### config.mk
export PLATFORM = sky130hd
export DESIGN_NAME = fsm1_stim_gen
export DESIGN_NICKNAME = d
export VERILOG_FILES = /design/src/rtl/fsm1_stim_pkg.sv /design/src/rtl/stim_pattern_ram.sv /design/src/rtl/fsm1_stim_gen.sv
export SDC_FILE = /design/constraint.sdc
export NUM_CORES = 1
export LEC_CHECK = 0
export BUFFER_PORTS_ARGS = -buffer_cell sky130_fd_sc_hd__buf_2
export CAP_MARGIN = 20
export CORE_MARGIN = 2
export CORE_UTILIZATION = 30
export DETAILED_ROUTE_END_ITERATION = 10
export HOLD_SLACK_MARGIN = 0.15
export RECOVER_POWER = 25
export SLEW_MARGIN = 5
export SYNTH_ARGS = -nofsm -noshare
export SYNTH_HDL_FRONTEND = slang
export SYNTH_HIERARCHICAL = 1
export SYNTH_SLANG_ARGS = --single-unit
### constraint.sdc
create_clock -name clk -period 3.45 [get_ports clk]
set_input_delay 0.1725 -clock clk [delete_from_list [all_inputs] [get_ports clk]]
set_output_delay 0.1725 -clock clk [all_outputs]
set_load 0.02 [all_outputs]
### src/rtl/fsm1_stim_pkg.sv
// Shared definitions for the fsm1 stimulus generator: state encoding,
// signature width and default sizing.
package fsm1_stim_pkg;

    typedef enum logic [1:0] {
        IDLE = 2'd0,
        RUN  = 2'd1,
        FIN  = 2'd2
    } state_e;

    localparam int SIG_W      = 8;
    localparam int DEF_DEPTH  = 8;
    localparam int DEF_HOLD_W = 4;
    localparam int DEF_REP_W  = 4;

endpackage

### src/rtl/stim_pattern_ram.sv
// Pattern store: DEPTH entries of {a, b} plus a hold count.
// Synchronous write, asynchronous read, cleared by synchronous reset.
module stim_pattern_ram #(
    parameter int DEPTH  = 8,
    parameter int HOLD_W = 4
) (
    input  logic                     clk,
    input  logic                     reset,
    input  logic                     we_i,
    input  logic [$clog2(DEPTH)-1:0] waddr_i,
    input  logic [1:0]               wab_i,
    input  logic [HOLD_W-1:0]        whold_i,
    input  logic [$clog2(DEPTH)-1:0] raddr_i,
    output logic [1:0]               rab_o,
    output logic [HOLD_W-1:0]        rhold_o
);

    logic [1:0]        ab_q   [DEPTH];
    logic [HOLD_W-1:0] hold_q [DEPTH];

    always_ff @(posedge clk) begin
        if (reset) begin
            for (int i = 0; i < DEPTH; i++) begin
                ab_q[i]   <= '0;
                hold_q[i] <= '0;
            end
        end else if (we_i) begin
            ab_q[waddr_i]   <= wab_i;
            hold_q[waddr_i] <= whold_i;
        end
    end

    assign rab_o   = ab_q[raddr_i];
    assign rhold_o = hold_q[raddr_i];

endmodule

### src/rtl/fsm1_stim_gen.sv
// Replays a programmed {a, b} sequence with per-step hold counts, repeated
// reps times, and folds the FSM-under-test's y0/y1 into a rotating signature.
module fsm1_stim_gen
    import fsm1_stim_pkg::*;
#(
    parameter int DEPTH  = DEF_DEPTH,
    parameter int HOLD_W = DEF_HOLD_W,
    parameter int REP_W  = DEF_REP_W
) (
    input  logic                     clk,
    input  logic                     reset,
    input  logic                     load_en,
    input  logic [$clog2(DEPTH)-1:0] load_addr,
    input  logic [1:0]               load_ab,
    input  logic [HOLD_W-1:0]        load_hold,
    input  logic                     start,
    input  logic [$clog2(DEPTH):0]   num_steps,
    input  logic [REP_W-1:0]         reps,
    input  logic                     y0,
    input  logic                     y1,
    output logic                     a,
    output logic                     b,
    output logic                     busy,
    output logic                     done,
    output logic [$clog2(DEPTH)-1:0] step_idx,
    output logic [SIG_W-1:0]         sig,
    output state_e                   dbg_state
);

    localparam int AW = $clog2(DEPTH);
    localparam logic [AW:0]       DEPTH_V  = DEPTH[AW:0];
    localparam logic [AW:0]       ONE_N    = {{AW{1'b0}}, 1'b1};
    localparam logic [HOLD_W-1:0] ONE_H    = {{(HOLD_W-1){1'b0}}, 1'b1};
    localparam logic [REP_W-1:0]  ONE_R    = {{(REP_W-1){1'b0}}, 1'b1};

    state_e             state_q, state_d;
    logic [AW-1:0]      step_q, step_d;
    logic [REP_W-1:0]   pass_q, pass_d;
    logic [REP_W-1:0]   reps_q, reps_d;
    logic [AW:0]        nsteps_q, nsteps_d;
    logic [HOLD_W-1:0]  hold_q, hold_d;
    logic [SIG_W-1:0]   sig_q, sig_d;
    logic               a_q, a_d, b_q, b_d;

    logic [AW-1:0]      rd_addr;
    logic [1:0]         rd_ab;
    logic [HOLD_W-1:0]  rd_hold;
    logic [HOLD_W-1:0]  rd_hold_min1;
    logic               ram_we;
    logic               start_ok;
    logic               last_step;
    logic               more_passes;
    logic [AW-1:0]      next_step;
    logic [AW:0]        last_idx;
    logic [REP_W:0]     pass_inc;

    // Loads are locked out while a run is reading the table.
    assign ram_we = load_en && (state_q != RUN);

    stim_pattern_ram #(
        .DEPTH  (DEPTH),
        .HOLD_W (HOLD_W)
    ) u_ram (
        .clk     (clk),
        .reset   (reset),
        .we_i    (ram_we),
        .waddr_i (load_addr),
        .wab_i   (load_ab),
        .whold_i (load_hold),
        .raddr_i (rd_addr),
        .rab_o   (rd_ab),
        .rhold_o (rd_hold)
    );

    assign rd_hold_min1 = (rd_hold == '0) ? ONE_H : rd_hold;
    assign last_idx     = nsteps_q - ONE_N;
    assign last_step    = ({1'b0, step_q} == last_idx);
    assign next_step    = last_step ? '0 : step_q + 1'b1;
    assign pass_inc     = {1'b0, pass_q} + {{REP_W{1'b0}}, 1'b1};
    assign more_passes  = pass_inc < {1'b0, reps_q};
    assign start_ok     = (state_q != RUN) && start && !load_en && (num_steps != '0);

    always_comb begin
        state_d  = state_q;
        step_d   = step_q;
        pass_d   = pass_q;
        reps_d   = reps_q;
        nsteps_d = nsteps_q;
        hold_d   = hold_q;
        sig_d    = sig_q;
        a_d      = a_q;
        b_d      = b_q;
        rd_addr  = '0;

        case (state_q)
            IDLE, FIN: begin
                state_d = IDLE;
                a_d     = 1'b0;
                b_d     = 1'b0;
                if (start_ok) begin
                    state_d    = RUN;
                    nsteps_d   = (num_steps > DEPTH_V) ? DEPTH_V : num_steps;
                    reps_d     = (reps == '0) ? ONE_R : reps;
                    step_d     = '0;
                    pass_d     = '0;
                    sig_d      = '0;
                    hold_d     = rd_hold_min1;
                    {a_d, b_d} = rd_ab;
                end
            end
            RUN: begin
                sig_d   = {sig_q[SIG_W-2:0], sig_q[SIG_W-1]} ^ {{(SIG_W-2){1'b0}}, y1, y0};
                rd_addr = next_step;
                if (hold_q <= ONE_H) begin
                    // Hold expired: next step, next pass, or finish.
                    if (!last_step || more_passes) begin
                        step_d     = next_step;
                        hold_d     = rd_hold_min1;
                        {a_d, b_d} = rd_ab;
                        if (last_step) pass_d = pass_inc[REP_W-1:0];
                    end else begin
                        state_d = FIN;
                        a_d     = 1'b0;
                        b_d     = 1'b0;
                    end
                end else begin
                    hold_d = hold_q - ONE_H;
                end
            end
            default: begin
                state_d = IDLE;
                a_d     = 1'b0;
                b_d     = 1'b0;
            end
        endcase
    end

    always_ff @(posedge clk) begin
        if (reset) begin
            state_q  <= IDLE;
            step_q   <= '0;
            pass_q   <= '0;
            reps_q   <= '0;
            nsteps_q <= '0;
            hold_q   <= '0;
            sig_q    <= '0;
            a_q      <= 1'b0;
            b_q      <= 1'b0;
        end else begin
            state_q  <= state_d;
            step_q   <= step_d;
            pass_q   <= pass_d;
            reps_q   <= reps_d;
            nsteps_q <= nsteps_d;
            hold_q   <= hold_d;
            sig_q    <= sig_d;
            a_q      <= a_d;
            b_q      <= b_d;
        end
    end

    assign a         = a_q;
    assign b         = b_q;
    assign busy      = (state_q == RUN);
    assign done      = (state_q == FIN);
    assign step_idx  = step_q;
    assign sig       = sig_q;
    assign dbg_state = state_q;

endmodule

After elaboration in Yosys (flattened, before gate mapping)
Memory sizes are Yosys's and may differ from the RTL's.
Index checks and enable logic that the tools add are counted.
- add/sub/neg operators: 4
- order comparisons: 3
- eq/ne operators: 10
- multiplexer cells: 43
- bitwise operators: 1
- reductions and logical operators: 21
- operator list (operator ; number):
    $mux 4 ; 11
    $mux 3 ; 7
    $pmux 4 s2 ; 2
    $pmux 8 s2 ; 1
    $mux 1 ; 14
    $logic_not 4->1 ; 2
    $mux 8 ; 1
    $ne 2x1->1 const B ; 4
    $sub 4x1->4 const B ; 2
    $xor 8x2->8 ; 1
    $mux 2 ; 3
    $pmux 3 s2 ; 1
    $reduce_and 2->1 ; 3
    $add 4x1->5 const B ; 1
    $lt 5x4->1 ; 1
    $reduce_and 5->1 ; 1
    $eq 3x4->1 ; 1
    $gt 4x4->1 const B ; 1
    $le 4x1->1 const B ; 1
    $logic_and 1x1->1 ; 4
    $ne 2x2->1 const B ; 2
    $pmux 1 s2 ; 2
    $pmux 2 s2 ; 1
    $reduce_and 4->1 ; 1
    12 further kinds ; 14
- flip-flop bits (word level): 31
- RAM bits: 48
- bits of input ports: 23
- output and inout port bits: 17
- word-level logic and storage cells: 93
- memories: 2
- memory list (memory ; words ; width ; rd ports ; clocked after Yosys merged registers in ; write ports ; line ; source):
    u_ram.hold_q ; 8 ; 4 ; 1 ; 0 ; 8 ; stim_pattern_ram.sv:19 ; logic [HOLD_W-1:0] hold_q [DEPTH];
    u_ram.ab_q ; 8 ; 2 ; 1 ; 0 ; 8 ; stim_pattern_ram.sv:18 ; logic [1:0] ab_q [DEPTH];

Logic depth before layout (Yosys ltp)
Gate-level depths: netlist of run 1.
An unclocked memory read counts as a cell.
- word-level depth: 10
- gate-level depth with buffers: 15

Modules after synthesis
Netlist of run 1, hierarchy kept.
- by module, submodules not included (module ; times used ; cells an instance ; area an instance (um2) ; seq. area each (um2)):
    stim_pattern_ram ; 1 ; 147 ; 2245.9 ; 1441.4
    fsm1_stim_gen ; 1 ; 199 ; 1685.4 ; 620.6

Least setup slack after synthesis of run 1
No wires, ideal clock.
- kind: register -> register
- start: register state_q[0] (netlist: dbg_state[0])
- end: register hold_q[0]
- library setup time: 0.086 ns
- arrival time: 3.464 ns
- data required time: 3.364 ns
- slack: -0.100 ns
- cell stages (with the launch flop): 13
- path through: dfxtp_1 > nor2b_1 > clkbuf_1 > clkbuf_1 > nand2_1 > nor2_1 > buf_6 > mux4_1 > mux2_2 > nor3_1 > o21ai_0 > o2111a_1 > a211oi_1
- word-level cells in the longest chain between the ends: 8
- elaborated cells on any way between the ends: 20
- RTL lines (element ; line ; source):
    start, declared ; fsm1_stim_gen.sv:36 ; state_e state_q, state_d;
    start signal, assigned ; fsm1_stim_gen.sv:150 ; state_q <= state_d;
    $eq 2x1->1 (*) ; n/a ;
    named net busy ; fsm1_stim_gen.sv:23 ; output logic busy,
    $mux 3 (*) ; fsm1_stim_gen.sv:95 ; case (state_q)
    named net rd_addr[0] ; fsm1_stim_gen.sv:45 ; logic [AW-1:0] rd_addr;
    $mem_v2 8x4 (*) ; n/a ;
    named net rd_hold[1] ; fsm1_stim_gen.sv:47 ; logic [HOLD_W-1:0] rd_hold;
    $logic_not 4->1 (*) ; fsm1_stim_gen.sv:75 ; assign rd_hold_min1 = (rd_hold == '0) ? ONE_H : rd_hold;
    $mux 4 (*) ; fsm1_stim_gen.sv:75 ;
    $mux 4 ; fsm1_stim_gen.sv:116 ; if (!last_step || more_passes) begin
    $mux 4 ; fsm1_stim_gen.sv:114 ; if (hold_q <= ONE_H) begin
    $pmux 4 s2 (*) ; fsm1_stim_gen.sv:95 ;
    end signal, assigned ; fsm1_stim_gen.sv:155 ; hold_q <= hold_d;
    end, declared ; fsm1_stim_gen.sv:41 ; logic [HOLD_W-1:0] hold_q, hold_d;
Mark *: on every way through the listed nets, which the timed path passes. The rest lies on a longest branch. The select of a mux whose other input is x is not followed.
A chain may end at the register's enable or synchronous reset.

Worst setup path after layout of run 1
- start: register nsteps_q[0]
- end: register hold_q[0]
- word-level cells in the longest chain between the ends: 10
- elaborated cells on any way between the ends: 15
- RTL lines (element ; line ; source):
    start, declared ; fsm1_stim_gen.sv:40 ; logic [AW:0] nsteps_q, nsteps_d;
    start signal, assigned ; fsm1_stim_gen.sv:154 ; nsteps_q <= nsteps_d;
    $sub 4x1->4 (*) ; fsm1_stim_gen.sv:76 ; assign last_idx = nsteps_q - ONE_N;
    $eq 3x4->1 (*) ; fsm1_stim_gen.sv:77 ; assign last_step = ({1'b0, step_q} == last_idx);
    $mux 3 (*) ; fsm1_stim_gen.sv:78 ; assign next_step = last_step ? '0 : step_q + 1'b1;
    $mux 3 (*) ; fsm1_stim_gen.sv:95 ;
    named net rd_addr[0] ; fsm1_stim_gen.sv:45 ;
    $mem_v2 8x4 (*) ; n/a ;
    named net rd_hold[1] ; fsm1_stim_gen.sv:47 ;
    $logic_not 4->1 (*) ; fsm1_stim_gen.sv:75 ;
    $mux 4 (*) ; fsm1_stim_gen.sv:75 ;
    $mux 4 ; fsm1_stim_gen.sv:116 ;
    $mux 4 ; fsm1_stim_gen.sv:114 ;
    $pmux 4 s2 (*) ; fsm1_stim_gen.sv:95 ;
Marked as above.

==> results of run 1 <==
## worst max path at each step
stage,start,endpoint,slack [ps],cells after the start
floorplan,dbg_state[0],hold_q[0],60,12
global placement,nsteps_q[0],hold_q[0],230,14
detailed placement,nsteps_q[0],hold_q[0],60,14
CTS,nsteps_q[0],hold_q[0],30,14
global route,nsteps_q[0],hold_q[0],30,15
finish,nsteps_q[0],hold_q[0],230,14
## timing repair
item	CTS	global route
hold buffers	5	0
setup endpoints to repair	0	1
resized for setup	0	2
endpoints found under the hold margin	5	0
## layout make-up
| class | instances | area share |
|---|---|---|
| Clock buffer | 11 | 0.0504 |
| Sequential cell | 79 | 0.446 |
| Multi-Input combinational cell | 227 | 0.369 |
| Inverter | 18 | 0.0146 |
| Timing Repair Buffer | 51 | 0.0609 |
| Tap cell | 172 | 0.0466 |
| Clock inverter | 5 | 0.0127 |
## stage by stage
step / hold WS, ps / total power [µW]
6_report: 222 / 2200
5_1_grt: 223 / 2280
4_1_cts: 214 / 2220
3_5_place_dp: 443 / 1300
3_3_place_gp: 427 / 1300
2_1_floorplan: 320 / 1230
## synth_stat cells (all sizes together) (2+ instances only)
library cell	instances	area (µm²)
o32ai	3	26.3
edfxtp	48	1440
dfxtp	31	621
a31oi	2	12.5
or2	3	18.8
nor3	55	275
a22oi	8	60.1
or3	2	12.5
xnor2	4	35.0
a31o	2	17.5
nand4	2	12.5
nand3b	3	22.5
o21ai	7	38.8
mux4	12	315
and3b	2	17.5
o21a	2	15.0
nor2	30	113
ha	8	100
nor4b	3	32.5
a211oi	2	15.0
nand2	11	41.3
nor4	2	12.5
nor2b	7	43.8
buf	8	45.0
o31ai	2	15.0
o2111a	2	22.5
inv	12	45.0
mux2i	8	80.1
nand3	4	20.0
nand2b	3	18.8
a21oi	4	20.0
mux2	6	67.6
clkbuf	14	52.6
clkinv	6	22.5
xor2	4	35.0
o21bai	8	60.1
o211ai	3	22.5
## flip-flops by register name, indices dropped and copies added (netlist names)
signal and cells:
b 1, reps_q 4, nsteps_q 4, sig 8, step_idx 3, u_ram/hold_q 32, a 1, u_ram/ab_q 16
dbg_state 2, hold_q 4, pass_q 4
## per-layer routing
| metal | wire, µm | vias up | track usage |
|---|---|---|---|
| li1 | - | 1398 | - |
| met1 | 4110 | 1337 | 0.176 |
| met2 | 3930 | 110 | 0.199 |
| met3 | 646 | 2 | 0.0372 |
| met4 | 4 | 0 | 0.0275 |
| met5 | 0 | - | 0 |
## kinds of logic (layout without fill, tap and decap cells)
group	count (synthesis)	in the layout	synth area share
and+or+nand+nor	133	133	0.175
DFF	79	79	0.525
AOI/OAI and AO/OA	52	52	0.0977
buffers and inverters	40	85	0.0420
muxes	26	26	0.118
adders and majority gates	8	8	0.0255
xor gates and xnor gates	8	8	0.0178
## power by group through the flow
stage / Clock, µW / Sequential [µW] / Combinational (µW)
after floorplan: 0 / 1070 / 155
final: 914 / 1060 / 226
after global placement: 0 / 1080 / 219
after global routing: 971 / 1060 / 250
after CTS: 931 / 1060 / 230
after detailed placement: 0 / 1080 / 224
## worst reg2reg max path: cells and delay by family (launching register included)
| kind | cells | cell delay, ps |
|---|---|---|
| buffers and inverters | 2 | 230 |
| AND/OR/NAND/NOR | 4 | 860 |
| multiplexers | 2 | 760 |
| XOR/XNOR | 1 | 150 |
| flip-flops | 1 | 400 |
| AO/OA/AOI/OAI | 4 | 530 |
| adder cells (fa/ha/maj) | 1 | 200 |
==> impl_metrics.py, run 1 <==
metrics = {
    "power": {
        "sequentialPowerShare": 0.482,
        "power_switching_share": 0.233,
        "combinationalPowerShare": 0.103,
        "p_sw_uw": 513,
        "power_per_cell_area_mw_per_mm2": 476,
        "p_leak_uw": 0.00160,
        "clkPwrFrac": 0.415,
        "worst_ir_drop_vdd_mv": 0.267,
        "power.internal_uw": 1690,
    },
    "cells_and_area": {
        "multiInputGateArea_mm2": 0.00170,
        "most-common-layout-cells": "nor3_1, edfxtp_1, dfxtp_1",
        "n_antenna_cell": 0,
        "design.final.nets": 417,
        "final_cell_area_mm2": 0.00462,
        "layout.cells.most_common": "nor3_1",
        "register_area_mm2": 0.00206,
        "syn_to_layout_area_delta_pct": 17.5,
        "drive_above_1_share": 0.136,
        "instances_no_fill": 563,
        "utilization": 0.363,
        "n_fill_cell": 1281,
    },
    "worst_hold_path": {
        "whs_endpoint": "sig[0]",
        "hp-class": "in -> reg",
        "hold_path.startpoint": "y0",
        "timing.hold.worst_path_depth": 4,
    },
    "worst_setup_path": {
        "path_cells": "inv_1, ha_1, xor2_1, nor4b_1, o21ai_2, nand2_1, nor2_2, buf_12, mux4_1, mux2_2, nor3_1, o21ai_0, o2111a_1, a211oi_1",
        "worst_path_largest_cell_delay_ps": 460,
        "worst_path_fanout_max": 12,
        "required_ps": 3690,
        "critical-path-top-delay-family": "simple AND/OR/NAND/NOR gates",
        "setup.worst_path.end_class": "register",
        "critPathSlowestCell": "nor4b_1",
        "worst_r2r_start": "nsteps_q[0]",
        "worst-r2r-setup-slack_ps": 230,
        "critPathBufInv": 2,
        "worst-setup-path-type": "reg -> reg",
        "crit_path_start_kind": "register",
        "cp_data_arrival_time_ps": 3460,
        "reg2regPathDepth": 14,
        "crit-reg2reg-capture": "hold_q[0]",
    },
    "yosys": {
        "postSynth.topFlopCell": "edfxtp_1",
        "synth_edf_count": 48,
        "syn-num-nets": 377,
        "post_synth.cell_area_avg_um2": 11.4,
        "synthDistinctLibCells": 55,
        "synth-seq-area-share": 0.525,
        "synthCells": 346,
        "synth-warning-count": 6,
        "ys_seq_elements": 79,
        "async_s_r_ff_share_synth": 0,
        "netlist_area_mm2": 0.00393,
    },
    "timing": {
        "fin_ws_ps": 234,
        "setup_viol_count_final": 0,
        "max_slew_violations": 0,
        "post-route-min-period_ps": 3220,
        "fmaxAchievable_mhz": 311,
        "min_period_over_period": 0.932,
        "tns_ps": 0,
        "max_slew.worst_pin.slew_ps": 1220,
        "finalHoldViolations": 0,
        "grt_setup_unrepaired": "false",
        "max-slew-margin-rel": 0.174,
        "worst_clock_skew_ps": 6.90,
    },
    "cts": {
        "cts-buffers-inserted": 9,
        "number_of_h_tree_levels": 3,
        "clk_root_buffer_cell": "clkbuf_16",
        "worstSkewPairLatency_ps": 330,
        "tritoncts": "built",
        "cts_max_path_buffers": 2,
        "post_cts.repair.setup_buffers": 0,
        "clock_sinks": 79,
        "clock_slew_at_reported_path_ffs_ps": 60,
    },
    "routing": {
        "total_wire_length_after_detailed_routing_um": 8690,
        "dr_total_vias": 2847,
        "drcViolationCount": 0,
        "wire_per_inst_um": 15.4,
        "final_antenna_net_count": 0,
        "first_iter_violations": 226,
        "route.detailed.vias_per_inst": 5.06,
        "drt-pass1-iter-count": 4,
    },
    "die": {
        "io_pins": 40,
        "die_h_um": 118,
        "fp-row-count": 41,
        "initial_core_util": 0.309,
        "die_x_um": 118,
        "core_area_mm2": 0.0127,
        "die_area_mm2": 0.0140,
    },
    "outcome": {
        "run_status": "complete, no violations",
    },
    "place": {
        "place.port_buffers": 39,
        "place_inst": 542,
        "gp_congestion": 0.756,
        "post_dp_cell_area_mm2": 0.00431,
        "detailed_place_hpwl_um": 6130,
        "place_worst_setup_slack_ps": 60.9,
    },
    "grt": {
        "global_route_wire_length_before_repair_um": 14300,
        "global_route.usage.total": 0.128,
        "largest_net_degree_at_the_start_of_global_routing": 35,
        "grt_overflow_total": 0,
        "grt_antenna_before_repair": 0,
        "grt_pass1_vias": 2719,
    },
    "run": {
        "max_cap_violations": 0,
    },
}
(Power assumes the default switching activity.)
==> run 2, diff against run 1 <==
--- a/config.mk
+++ b/config.mk
@@ -15,5 +15,4 @@
 export SLEW_MARGIN = 5
 export SYNTH_ARGS = -nofsm -noshare
 export SYNTH_HDL_FRONTEND = slang
-export SYNTH_HIERARCHICAL = 1
 export SYNTH_SLANG_ARGS = --single-unit
==> impl_metrics.py, run 2 <==
metrics = {
    "outcome": {
        "run_status": "complete, no violations",
    },
    "yosys": {
        "postSynth.topFlopCell": "edfxtp_1",
        "netlist_area_mm2": 0.00403,
        "syn-num-nets": 400,
        "synth_top_area_frac": 0.358,
        "async_s_r_ff_share_synth": 0,
        "synth_edf_count": 48,
        "synth_top_cells_by_area": "edfxtp_1, dfxtp_1, and2_1, nor2_1, mux2i_1",
        "synth-warning-count": 0,
        "synth_top_area_cell": "edfxtp_1",
        "post_synth.cell_area_avg_um2": 10.9,
        "most_common_cell_in_the_netlist": "and2_1",
        "synth-seq-area-share": 0.512,
        "synth.top_cells.by_count": "and2_1, edfxtp_1, nor2_1",
        "synthCells": 369,
        "synthDistinctLibCells": 62,
        "ys_seq_elements": 79,
    },
    "cts": {
        "number_of_h_tree_levels": 3,
        "clock_sinks": 79,
        "post_cts.repair.setup_buffers": 0,
        "cts-buffers-inserted": 9,
        "worstSkewPairLatency_ps": 340,
        "cts_max_path_buffers": 2,
        "post_cts_resize_count": 0,
        "clock_slew_at_reported_path_ffs_ps": 60,
        "tritoncts": "built",
        "cts-hold-fix-buffers": 6,
        "clk_root_buffer_cell": "clkbuf_16",
    },
    "die": {
        "die_h_um": 120,
        "die_area_mm2": 0.0144,
        "die_x_um": 120,
        "initial_core_util": 0.305,
        "io_pins": 40,
        "fp-row-count": 42,
        "core_area_mm2": 0.0132,
    },
    "timing": {
        "max-slew-margin-rel": 0.435,
        "max_slew.worst_pin.slew_ps": 847,
        "worst_clock_skew_ps": 8.59,
        "finalHoldViolations": 0,
        "setup_viol_count_final": 0,
        "max_slew_violations": 0,
        "grt_setup_unrepaired": "false",
        "min_period_over_period": 0.799,
        "post-route-min-period_ps": 2760,
        "fmaxAchievable_mhz": 363,
        "tns_ps": 0,
    },
    "cells_and_area": {
        "drive_above_1_share": 0.171,
        "registers.top_by_ff_count": "u_ram.hold_q",
        "n_antenna_cell": 0,
        "syn_to_layout_area_delta_pct": 17.8,
        "multiInputGateArea_mm2": 0.00187,
        "design.final.nets": 446,
        "largest_reg_flops": 32,
        "n_fill_cell": 1319,
        "most-common-layout-cells": "edfxtp_1, and2_1, nor2_1",
        "instances_no_fill": 596,
        "register_area_mm2": 0.00206,
        "layout.cells.most_common": "edfxtp_1",
    },
    "routing": {
        "drt-pass1-iter-count": 4,
        "first_iter_violations": 181,
        "final_antenna_net_count": 0,
        "dr_total_vias": 2956,
        "total_wire_length_after_detailed_routing_um": 9650,
        "route.detailed.vias_per_inst": 4.96,
        "wire_per_inst_um": 16.2,
        "drcViolationCount": 0,
    },
    "worst_setup_path": {
        "crit-reg2reg-capture": "hold_q[0]",
        "crit_path_start_kind": "input pin",
        "required_ps": 3670,
        "worst_r2r_start": "dbg_state[1]",
        "worst-r2r-setup-slack_ps": 750,
        "critical-path-top-delay-family": "simple AND/OR/NAND/NOR gates",
        "cp_data_arrival_time_ps": 2980,
        "critPathBufInv": 2,
        "worst-setup-path-type": "in -> reg",
        "critPathSlowestCell": "dlygate4sd3_1",
        "worst_path_fanout_max": 13,
        "reg2regPathDepth": 8,
        "setup.worst_path.end_class": "register",
        "path_cells": "dlygate4sd3_1, buf_2, or4_1, and2_0, a31oi_1, and2_1, mux2i_1, nor2_1",
        "worst_path_largest_cell_delay_ps": 540,
        "setup.worst_path.start": "num_steps[3]",
    },
    "power": {
        "worst_ir_drop_vdd_mv": 0.279,
        "design_power_total_uw": 2290,
        "power_per_cell_area_mw_per_mm2": 482,
        "p_leak_uw": 0.00176,
    },
    "grt": {
        "grt_overflow_total": 0,
        "global_route_wire_length_before_repair_um": 15000,
        "largest_net_degree_at_the_start_of_global_routing": 38,
        "grt_antenna_before_repair": 0,
        "grt_pass1_vias": 2826,
        "global_route.usage.total": 0.137,
    },
    "place": {
        "place_inst": 574,
        "detailed_place_hpwl_um": 6930,
        "gp_congestion": 0.809,
        "place.port_buffers": 39,
    },
    "worst_hold_path": {
        "hold_path.startpoint": "y1",
        "whs_endpoint": "sig[1]",
        "hp-class": "in -> reg",
        "timing.hold.worst_path_depth": 4,
    },
    "run": {
        "max_cap_violations": 0,
    },
}
run 2: changes by cell type in the layout (fill, tap and decap cells not counted), moves of 8 or more:
cell	before	now
a21oi_1	4	16
nor3_1	55	9
mux4_1	12	0
nor2_1	28	39
and2_0	0	8
and2_1	1	42
run 2: per-stage QoR:
step	utilization	setup slack [ps]	instance area [µm²]	hold WS, ps
2_1_floorplan	-	1130	4030	311
3_3_place_gp	0.334	1040	4400	423
3_5_place_dp	0.334	925	4400	429
4_1_cts	0.362	880	4770	202
5_1_grt	0.360	513	4750	252
6_report	0.360	692	4750	202
run 2: cells by family after synthesis:
family / Yosys count / share of synthesized area
adders and majority gates: 8 / 0.0248
buffers and inverters: 22 / 0.0248
AOI/OAI and AO/OA: 76 / 0.144
and+or+nand+nor: 154 / 0.206
xor gates and xnor gates: 10 / 0.0255
DFF: 79 / 0.512
muxes: 20 / 0.0634
run 2: how the worst max path moves through the flow:
stage / slack, ps / endpoint / cells past startpoint
2_1_floorplan: 1130 / u_ram.ab_q[0][0] / 6
3_3_place_gp: 1040 / u_ram.hold_q[4][3] / 5
3_5_place_dp: 930 / u_ram.ab_q[0][1] / 5
4_1_cts: 880 / step_idx[2] / 8
5_1_grt: 510 / hold_q[1] / 7
6_report: 690 / step_idx[2] / 8
run 2: cell type report:
cell class / count / area share
clock buffers: 9 / 0.0475
clock inverters: 7 / 0.0166
inverters: 8 / 0.00633
multi-input cells: 268 / 0.393
flip-flops and latches: 79 / 0.434
well taps: 176 / 0.0464
repair buffers: 49 / 0.0554
run 2: per-layer routing:
layer,track usage,wire [µm],vias to the layer above
met5,0,0,-
met4,0.0390,70,0
met1,0.189,4570,1401
met2,0.215,4460,97
li1,-,-,1449
met3,0.0318,550,9
run 2: worst min-delay path, cell delays in order:
cell and delay (ps):
buf_2 80, xor2_1 60, a22oi_1 130, nor2_1 50
run 2: report_power, final:
group / switching [µW] / leakage [µW] / internal [µW] / total (µW)
registers: 22.3 / 0.000753 / 1040 / 1060
clock network: 398 / 0.000144 / 569 / 967
logic: 159 / 0.000860 / 98.1 / 257
total: 580 / 0.00176 / 1710 / 2290
